--- config.mk ---
export PLATFORM = sky130hd
export DESIGN_NAME = wb_gpio_irq
export DESIGN_NICKNAME = d
export VERILOG_FILES = /design/src/rtl/wb_gpio_irq.sv
export SDC_FILE = /design/constraint.sdc
export NUM_CORES = 1
export LEC_CHECK = 0
export ABC_CLOCK_PERIOD_IN_PS = 4130
export BUFFER_PORTS_ARGS = -buffer_cell sky130_fd_sc_hd__buf_2
export CORE_ASPECT_RATIO = 2
export CORE_MARGIN = 10
export CORE_UTILIZATION = 54
export CTS_BUF_LIST = sky130_fd_sc_hd__clkbuf_4 sky130_fd_sc_hd__clkbuf_8 sky130_fd_sc_hd__clkbuf_16
export DETAILED_ROUTE_END_ITERATION = 10
export GPL_TIMING_DRIVEN = 0
export PLACE_DENSITY = 0.86
export SYNTH_ARGS = -nofsm -noshare
export SYNTH_HDL_FRONTEND = slang
export SYNTH_SLANG_ARGS = --single-unit
--- constraint.sdc ---
create_clock -name wb_clk -period 4.13 [get_ports wb_clk]
set_input_delay 0 -clock wb_clk [delete_from_list [all_inputs] [get_ports wb_clk]]
set_output_delay 0 -clock wb_clk [all_outputs]
set_load 0.05 [all_outputs]
--- src/rtl/wb_gpio_irq.sv ---
// Wishbone byte-wide GPIO with per-pin edge interrupts, sticky W1C status.
// Ports: wb_* slave bus, gpio_i/gpio_o/gpio_dir_o pins, irq_o level irq.
module wb_gpio_irq #(
  parameter int GPIO_WIDTH   = 32,
  parameter int WB_ADR_WIDTH = 5,
  parameter logic [GPIO_WIDTH-1:0] DIR_RESET = '0,
  parameter logic [GPIO_WIDTH-1:0] OUT_RESET = '0
) (
  input  logic                    wb_clk,
  input  logic                    wb_rst_n,
  input  logic [WB_ADR_WIDTH-1:0] wb_adr_i,
  input  logic [7:0]              wb_dat_i,
  input  logic                    wb_we_i,
  input  logic                    wb_cyc_i,
  input  logic                    wb_stb_i,
  input  logic [2:0]              wb_cti_i,
  input  logic [1:0]              wb_bte_i,
  output logic [7:0]              wb_dat_o,
  output logic                    wb_ack_o,
  output logic                    wb_err_o,
  output logic                    wb_rty_o,
  input  logic [GPIO_WIDTH-1:0]   gpio_i,
  output logic [GPIO_WIDTH-1:0]   gpio_o,
  output logic [GPIO_WIDTH-1:0]   gpio_dir_o,
  output logic                    irq_o
);

  localparam int NB = GPIO_WIDTH / 8;
  localparam int AW = WB_ADR_WIDTH;

  logic [GPIO_WIDTH-1:0] r_s1, r_s2, r_p;
  logic [GPIO_WIDTH-1:0] r_out, r_dir, r_ien, r_ipol, r_istat;
  logic [1:0]            r_arm;
  logic                  r_ack, r_irq;
  logic [7:0]            r_dat;

  logic                  w_req, w_wr;
  logic [7:0]            w_rdat;
  logic [GPIO_WIDTH-1:0] w_out_n, w_dir_n, w_ien_n, w_ipol_n;
  logic [GPIO_WIDTH-1:0] w_clr, w_rise, w_fall, w_set, w_istat_n;
  logic                  w_unused_ok;

  assign w_unused_ok = ^{wb_cti_i, wb_bte_i};

  assign wb_dat_o   = r_dat;
  assign wb_ack_o   = r_ack;
  assign wb_err_o   = 1'b0;
  assign wb_rty_o   = 1'b0;
  assign gpio_o     = r_out;
  assign gpio_dir_o = r_dir;
  assign irq_o      = r_irq;

  // Holding off a request while ack is high gives one access per 2 cycles.
  assign w_req = wb_cyc_i & wb_stb_i & ~r_ack;
  assign w_wr  = w_req & wb_we_i;

  always_comb begin
    w_rdat   = 8'h00;
    w_out_n  = r_out;
    w_dir_n  = r_dir;
    w_ien_n  = r_ien;
    w_ipol_n = r_ipol;
    w_clr    = '0;
    for (int k = 0; k < NB; k++) begin
      if (wb_adr_i == AW'(k)) begin
        w_rdat = r_s2[8*k +: 8];
        if (w_wr) w_out_n[8*k +: 8] = wb_dat_i;
      end
      if (wb_adr_i == AW'(NB + k)) begin
        w_rdat = r_dir[8*k +: 8];
        if (w_wr) w_dir_n[8*k +: 8] = wb_dat_i;
      end
      if (wb_adr_i == AW'(2*NB + k)) begin
        w_rdat = r_ien[8*k +: 8];
        if (w_wr) w_ien_n[8*k +: 8] = wb_dat_i;
      end
      if (wb_adr_i == AW'(3*NB + k)) begin
        w_rdat = r_ipol[8*k +: 8];
        if (w_wr) w_ipol_n[8*k +: 8] = wb_dat_i;
      end
      if (wb_adr_i == AW'(4*NB + k)) begin
        w_rdat = r_istat[8*k +: 8];
        if (w_wr) w_clr[8*k +: 8] = wb_dat_i;
      end
    end
  end

  // Edges are ignored until the synchroniser and p have primed after reset.
  assign w_rise    = r_s2 & ~r_p;
  assign w_fall    = ~r_s2 & r_p;
  assign w_set     = (r_arm == 2'd3)
                   ? ((w_rise & r_ipol) | (w_fall & ~r_ipol))
                   : '0;
  // New status overrides a clear landing on the same bit.
  assign w_istat_n = (r_istat & ~w_clr) | w_set;

  always_ff @(posedge wb_clk) begin
    if (!wb_rst_n) begin
      r_s1    <= '0;
      r_s2    <= '0;
      r_p     <= '0;
      r_arm   <= 2'd0;
      r_out   <= OUT_RESET;
      r_dir   <= DIR_RESET;
      r_ien   <= '0;
      r_ipol  <= '0;
      r_istat <= '0;
      r_ack   <= 1'b0;
      r_dat   <= 8'h00;
      r_irq   <= 1'b0;
    end else begin
      r_s1    <= gpio_i;
      r_s2    <= r_s1;
      r_p     <= r_s2;
      if (r_arm != 2'd3) r_arm <= r_arm + 2'd1;
      r_out   <= w_out_n;
      r_dir   <= w_dir_n;
      r_ien   <= w_ien_n;
      r_ipol  <= w_ipol_n;
      r_istat <= w_istat_n;
      r_ack   <= w_req;
      if (w_req) r_dat <= w_rdat;
      r_irq   <= |(r_istat & r_ien);
    end
  end

endmodule

Word-level counts from Yosys, hierarchy flattened --
Index checks and enable logic that the tools add are counted.
Word-level totals: input bits 55, register bits after elaboration 268, output and inout bits 76
Cells by class: $add $sub $neg 1, reductions and logical operators 18, bitwise operators 16, multiplexer cells 26, eq/ne operators 21
Operators by type and width (count):
- $mux W8 | 25
- $and A32 B32 Y32 | 6
- $not A32 Y32 | 4
- $or A32 B32 Y32 | 2
- $eq A5 B4 Y1 const B | 8
- $mux W32 | 1
- $reduce_and A2 Y1 | 16
- $reduce_or A32 Y1 | 1
- $eq A5 B3 Y1 const B | 4
- $eq A5 B5 Y1 const B | 4
- $eq A5 B2 Y1 const B | 2
- $eq A5 B1 Y1 const B | 1
- $logic_not A5 Y1 | 1
- $and A1 B1 Y1 | 3
- $add A2 B1 Y2 const B | 1
- $eq A2 B2 Y1 const B | 1
- $ne A2 B2 Y1 const B | 1
- $not A1 Y1 | 1

Logic depth before layout (Yosys ltp) --
Gate-level depths: netlist (run 1).
depth after elaboration 21, depth in mapped cells 9, mapped depth without buffers 6

Worst setup path after synthesis (run 1) --
Ideal clock, no wire load.
kind reg2reg, from register r_ack (netlist: wb_ack_o), to register r_ipol[24], period minus slack after synthesis 1.877 ns, path slack 2.253 ns, cell stages (with the launch flop) 7, arrival time 1.760 ns, setup time 0.117 ns, cells stage by stage dfxtp_1 > and3b_1 > and2_1 > buf_2 > nand3_1 > mux2i_1 > nor2b_1
On the way: cells in the longest elaborated chain, start to end 4
Ends and longest elaborated chain:
- from (decl) | line 34 | logic r_ack, r_irq;
- from (signal assigned) | line 121 | r_ack <= w_req;
- $not A1 Y1 | line 54 | assign w_req = wb_cyc_i & wb_stb_i & ~r_ack;
- $and A1 B1 Y1 | line 54
- $and A1 B1 Y1 | line 55 | assign w_wr = w_req & wb_we_i;
- $reduce_and A2 Y1 (no line)
- to (signal assigned) | line 119 | r_ipol <= w_ipol_n;
- to (decl) | line 32 | logic [GPIO_WIDTH-1:0] r_out, r_dir, r_ien, r_ipol, r_istat;
Every way passes these cells. A chain may end at the register's enable or synchronous reset.

Worst setup path in the final report (run 1) --
from register r_ack (netlist: wb_ack_o), to register r_istat[29]
On the way: cells in the longest elaborated chain, start to end 8
Ends and longest elaborated chain:
- $not A1 Y1 | line 54
- $and A1 B1 Y1 | line 54
- $and A1 B1 Y1 | line 55
- $mux W8 | line 83 | if (w_wr) w_clr[8*k +: 8] = wb_dat_i;
- $mux W8 | line 81 | if (wb_adr_i == AW'(4*NB + k)) begin
- $not A32 Y32 | line 95 | assign w_istat_n = (r_istat & ~w_clr) | w_set;
- $and A32 B32 Y32 | line 95
- $or A32 B32 Y32 | line 95
- to (signal assigned) | line 120 | r_istat <= w_istat_n;
- to (decl) | line 32
Every way passes these cells.

==> flow_summary.toml, run 1 <==
[outcome]
status = "completed"

[layout]
area_growth_pct = 17.1
layout.nets = 1570
drive_gt1_share_pct = 14.8
finalNonFillerCells = 1805
fillers = 1807
utilization_pct = 64.2

[cts]
cts_max_level = 1
cts_root_buffer = "clkbuf_16"
tritoncts = "built"
clk_pin_slew_ns = 0.07
clock_path_buffers = 3
clk_latency_ns = 0.55
cts_inserted_buffers = 23
clock-sinks = 268
cts-resized-gates = 0

[yosys]
synth-edff-count = 0
synth_commonest_cells = "dfxtp_1, nand2_1, o21ai_0"
yosysSeqAreaShare_pct = 45.4
syn_area_um2 = 11800
yosysTopAreaCellShare_pct = 45.4
async_flop_share_pct = 0
post_synth_inst_count = 1342
synth_compound_area_share_pct = 18.7
muxShareOfSynthArea_pct = 7.68
postSynthAreaPerCell_um2 = 8.81
synth_fa_ha_area_share_pct = 0.106
synth-simple-area-share_pct = 24.1
yosys.cell_count.top_type = "dfxtp_1"
synth.largest_area_cell = "dfxtp_1"
synth_top_family_by_area = "simple AND/OR/NAND/NOR gates"
ys.flop_type = "dfxtp_1"
synth_area_leaders = "dfxtp_1, mux2i_1, nand2_1"
ys_warn_count = 0
synth.distinct_cells = 77
synth_xor_xnor_area_share_pct = 0.0741
synth_seq_cells = 268

[worst_setup_path]
worstPathCellList = "and3b_1 > and2_1 > buf_2 > buf_1 > nand2_1 > o21ai_0 > a21boi_0"
startpoint_type = "flop"
max_stage_delay_ns = 0.42
reg2reg_depth = 7
crit_path_top_delay_cell = "nand2_1"
crit_end = "r_istat[29]"
r2r_setup_slack_ns = 1.73
crit_fanout = 10
required_ns = 4.55
crit_path_start = "wb_ack_o"
r2r-end = "r_istat[29]"
end_kind = "flop"
rr_startpoint = "wb_ack_o"
crit_type = "reg -> reg"
cp_data_arrival_time_ns = 2.82

[timing]
fin_hold_ws_ns = 0.0949
tightest_slew_ns = 1.03
fin_crit_sh_pct = 58.0
drv_slew = 0
skew_ns = 0.0128
relSlewSlack_pct = 31.3
rsz0062_at_grt = "no"
fin_crit_ns = 2.40
setup_viol_count_final = 0
finalHoldViolCount = 0
fin_tns_setup_ns = 0
worst_slack_ns = 1.73
max_freq_mhz = 417

[global_route]
grt_pass1_vias = 11200
antenna_found_initial = 3
grt_pass1_wl_mm = 70.2
grt-ovfl-total = 0
grt_max_degree = 17
track_usage_pct = 32.1

[die]
die_w_um = 125
core_um2 = 21600
floorplan.initialDensity_pct = 54.8
rows = 76
ios = 131
die_area_um2 = 28600
die_h_um = 229

[power]
cellPowerDensity_nw_per_um2 = 393
ir_drop_uv = 451
p_leak_nw = 5.44

[drt]
wirelength_mm = 47.8
vias = 11100
dr.pass1.iters = 5
postRouteAntennaNets = 0
drc = 0
wl_per_cell_um = 26.5
viasPerCell = 6.15
drt-initial-drc-count = 1048

[hold_path]
hold_path_class = "in -> reg"

[run]
drv_cap = 0

[place]
dp_slack_ns = 1.73
gp_congestion = 1.08
place.port_buffers = 113
dp_hpwl_mm = 36.2
dp.cells = 1729
-- layer usage --
layer  wire [um]  vias to the layer above  GRT usage, %
met3        3810                      208          6.18
li1            -                     4970             -
met1       16300                     5288          33.3
met2       23000                      630          54.1
met5          15                        -             0
met4        4650                        2          27.8
-- worst min path at each step --
stage / from / end / slack, ns / cells past startpoint
floorplan: gpio_i[0] / r_s1[0] / 0.13 / 1
global placement: gpio_i[29] / r_s1[29] / 0.20 / 2
detailed placement: gpio_i[3] / r_s1[3] / 0.21 / 2
CTS: wb_dat_i[2] / r_ien[2] / 0.08 / 3
global route: wb_dat_i[2] / r_ipol[26] / 0.10 / 3
finish: wb_dat_i[2] / r_ipol[2] / 0.09 / 3
-- power breakdown --
group / total, W / switching (W) / internal [W]
clock: 0.00227 / 0.00102 / 0.00126
sequential: 0.00267 / 0.0000372 / 0.00264
combinational: 0.000501 / 0.000337 / 0.000164
-- cell type report --
class | count | area, um^2 | area share (%)
inverters | 10 | 37.5 | 0.271
clock buffers | 31 | 661 | 4.77
repair buffers | 146 | 896 | 6.47
multi-input cells | 975 | 6000 | 43.3
well taps | 273 | 342 | 2.47
flip-flops and latches | 268 | 5370 | 38.7
clock inverters | 11 | 119 | 0.858
diodes | 1 | 2.50 | 0.0181
plain buffers | 90 | 424 | 3.06
-- cells by family (layout without fill, tap and decap cells) --
family                     count (synthesis)  after routing
other                                      1              3
DFF                                      268            268
xor gates and xnor gates                   1              1
muxes                                     90             90
buffers and inverters                    100            288
adders and majority gates                  1              1
AOI/OAI and AO/OA                        329            329
and+or+nand+nor                          552            552
-- sequential cells by signal (all words and copies together) (netlist names) --
name,count
r_ien,32
r_arm,2
r_ipol,32
gpio_o,32
r_p,32
gpio_dir_o,32
r_s1,32
r_istat,32
wb_dat_o,8
wb_ack_o,1
irq_o,1
r_s2,32
-- critical path: cells and delay by family, from the launching register on --
family / cells / cell delay [ns]
AND/OR/NAND/NOR: 3 / 0.79
buffers and inverters: 2 / 0.72
AO/OA/AOI/OAI: 2 / 0.43
flip-flops: 1 / 0.32
-- layout by cell type, fill, tap and decap left out, drive strengths merged, types with 3 or more instances in the layout --
cell type | netlist | final
dfxtp | 268 | 268
nand2 | 215 | 215
buf | 30 | 143
o21ai | 107 | 107
and2 | 99 | 99
clkbuf | 60 | 91
nor2b | 90 | 90
mux2i | 84 | 84
a21boi | 80 | 80
nor2 | 70 | 70
nand3 | 34 | 34
dlygate4sd3 | 0 | 33
a21oi | 27 | 27
a22oi | 15 | 15
o22ai | 15 | 15
a221oi | 14 | 14
nor3 | 11 | 11
inv | 9 | 10
a22o | 9 | 9
a32oi | 8 | 8
clkinv | 1 | 8
a31oi | 7 | 7
nand2b | 6 | 6
a21o | 6 | 6
mux2 | 6 | 6
o211ai | 6 | 6
nand4 | 6 | 6
and3 | 5 | 5
a2bb2oi | 5 | 5
a2111o | 4 | 4
a32o | 3 | 3
and3b | 3 | 3
nor3b | 3 | 3
-- through the flow --
step                total power, W  instance area [um^2]
floorplan                  0.00300                 11800
global placement           0.00318                 12700
detailed placement         0.00319                 12700
CTS                        0.00543                 13800
global route               0.00557                 13800
finish                     0.00545                 13800
-- what timing repair did --
| item | 4_1_cts | 5_1_grt |
|---|---|---|
| hold endpoints to repair | 33 | 0 |
| hold buffers | 33 | 0 |
| setup buffers | 0 | 0 |
No activity file was read; power rests on OpenSTA's default activity.
==> run 2, diff against run 1 <==
==> config.mk (replaced) <==
export PLATFORM = sky130hd
export DESIGN_NAME = wb_gpio_irq
export DESIGN_NICKNAME = d
export VERILOG_FILES = /design/src/rtl/wb_gpio_irq.sv
export SDC_FILE = /design/constraint.sdc
export NUM_CORES = 1
export LEC_CHECK = 0
export ABC_CLOCK_PERIOD_IN_PS = 1900
export BUFFER_PORTS_ARGS = -buffer_cell sky130_fd_sc_hd__buf_2
export CORE_ASPECT_RATIO = 2
export CORE_MARGIN = 10
export CORE_UTILIZATION = 53
export CTS_BUF_LIST = sky130_fd_sc_hd__clkbuf_4 sky130_fd_sc_hd__clkbuf_8 sky130_fd_sc_hd__clkbuf_16
export DETAILED_ROUTE_END_ITERATION = 10
export GPL_TIMING_DRIVEN = 0
export PLACE_DENSITY = 0.88
export SYNTH_ARGS = -nofsm -noshare
export SYNTH_HDL_FRONTEND = slang
export SYNTH_SLANG_ARGS = --single-unit
==> constraint.sdc (replaced) <==
create_clock -name wb_clk -period 1.9 [get_ports wb_clk]
set_input_delay 0 -clock wb_clk [delete_from_list [all_inputs] [get_ports wb_clk]]
set_output_delay 0 -clock wb_clk [all_outputs]
set_load 0.05 [all_outputs]
==> run 2 against run 1 <==
- first-iteration DRC count increased by 17%
- sequential share of layout area decreased by 0.42 points
- die area increased by 1.7%
- maximum frequency increased by 27%
- combinational power increased by 120%
- core utilization decreased by 0.70 points
- critical path depth unchanged
- largest power group unchanged
==> flow_summary.toml, run 2 (synthesis results as in run 1) <==
[outcome]
status = "completed"

[drt]
wirelength_mm = 48.1
wl_per_cell_um = 26.6
drt-initial-drc-count = 1225
vias = 11200
postRouteAntennaNets = 0
viasPerCell = 6.18
drc = 0
dr.pass1.iters = 6

[worst_setup_path]
reg2reg_depth = 7
startpoint_type = "flop"
end_kind = "flop"
required_ns = 2.32
cp_data_arrival_time_ns = 2.30
crit_type = "reg -> reg"
crit_fanout = 10

[timing]
fin_crit_ns = 1.89
rsz0062_at_grt = "yes"
max_freq_mhz = 530
fin_tns_setup_ns = 0
drv_slew = 0
finalHoldViolCount = 0
setup_viol_count_final = 0
tightest_slew_ns = 0.997
fin_crit_sh_pct = 99.3
skew_ns = 0.0183
worst_slack_ns = 0.0128
relSlewSlack_pct = 33.5
fin_hold_ws_ns = 0.0447

[die]
floorplan.initialDensity_pct = 53.6
die_area_um2 = 29100
ios = 131
die_h_um = 231
core_um2 = 22100
die_w_um = 126
rows = 77

[place]
placed_area_um2 = 12700
gp_congestion = 1.07
dp_slack_ns = -0.535
place.port_buffers = 113
dp_hpwl_mm = 36.4

[layout]
final_area_um2 = 14000
drive_gt1_share_pct = 16.1
layout.nets = 1572
final_cell_mix = "dfxtp_1, nand2_1, buf_2"
diodes = 0
final_common_cell = "dfxtp_1"
area_growth_pct = 18.4

[cts]
clk_latency_ns = 0.55
clock_path_buffers = 3
cts_max_level = 1
cts_inserted_buffers = 23
cts_root_buffer = "clkbuf_16"
clock-sinks = 268
tritoncts = "built"
clk_pin_slew_ns = 0.07

[global_route]
track_usage_pct = 31.5
grt_pass1_vias = 11200
grt-ovfl-total = 0
grt_max_degree = 18
grt_pass1_wl_mm = 69.9
antenna_found_initial = 0

[power]
ir_drop_uv = 845
total_power_w = 0.0120
cellPowerDensity_nw_per_um2 = 856
p_leak_nw = 5.50

[hold_path]
min_path_cells = 5
hold_path_class = "in -> reg"

[run]
drv_cap = 0
[run 2: cell types whose count changed in the layout (fill, tap and decap cells not counted), moves of 4 or more]
cell	delta
nand2_1	-8
nand2_2	+6
o21ai_1	+5
a21boi_1	+4
a21boi_0	-4
o21ai_0	-5
clkbuf_1	-5
[run 2: area by class of cell]
| type | instances | area [um^2] |
|---|---|---|
| well taps | 276 | 345 |
| fillers | 1827 | 8060 |
| clock inverters | 12 | 174 |
| flip-flops and latches | 268 | 5370 |
| inverters | 10 | 37.5 |
| clock buffers | 27 | 612 |
| multi-input cells | 975 | 6080 |
| repair buffers | 148 | 946 |
| plain buffers | 90 | 444 |
[run 2: repair_timing]
| action | in CTS | in global routing |
|---|---|---|
| endpoints found under the setup margin | 95 | 79 |
| pin swaps | 2 | 1 |
| endpoints found under the hold margin | 32 | 0 |
| resized for setup | 13 | 31 |
| buffers inserted | 1 | 2 |
| hold buffers | 32 | 0 |
[run 2: routing by layer]
metal,share of wire (%),up-vias,GRT usage (%)
met1,34,5328,32.2
li1,-,4981,-
met5,0,-,0
met2,49,630,54.1
met3,6.9,230,5.33
met4,10,0,27.8
[run 2: path summary, 6_finish.rpt]
path	from	end	slack (ns)
setup / recovery	wb_ack_o	r_istat[29]	0.01
hold / removal	wb_we_i	r_ien[13]	0.04
setup reg to reg	wb_ack_o	r_istat[29]	0.01
hold reg to reg	r_s1[18]	r_s2[18]	0.43
[run 2: metrics by stage]
| stage | util [%] | cells |
|---|---|---|
| after floorplan | - | 1343 |
| after global placement | 57.7 | 1732 |
| after detailed placement | 57.7 | 1732 |
| after CTS | 63.0 | 1804 |
| after global routing | 63.5 | 1806 |
| final | 63.5 | 1806 |
[run 2: where the power goes]
part           switching [W]  leakage, nW  total [W]  internal [W]
logic               0.000747         2.95    0.00111      0.000365
registers          0.0000818         2.18    0.00581       0.00573
clock network        0.00221        0.378    0.00506       0.00286
[run 2: worst max-delay path, cell delays in order, from the launching register on]
cell	delay, ns
dfxtp_1	0.31
and3b_1	0.24
and2_1	0.13
buf_4	0.23
buf_4	0.26
nand2_2	0.20
o21ai_0	0.27
a21boi_0	0.11
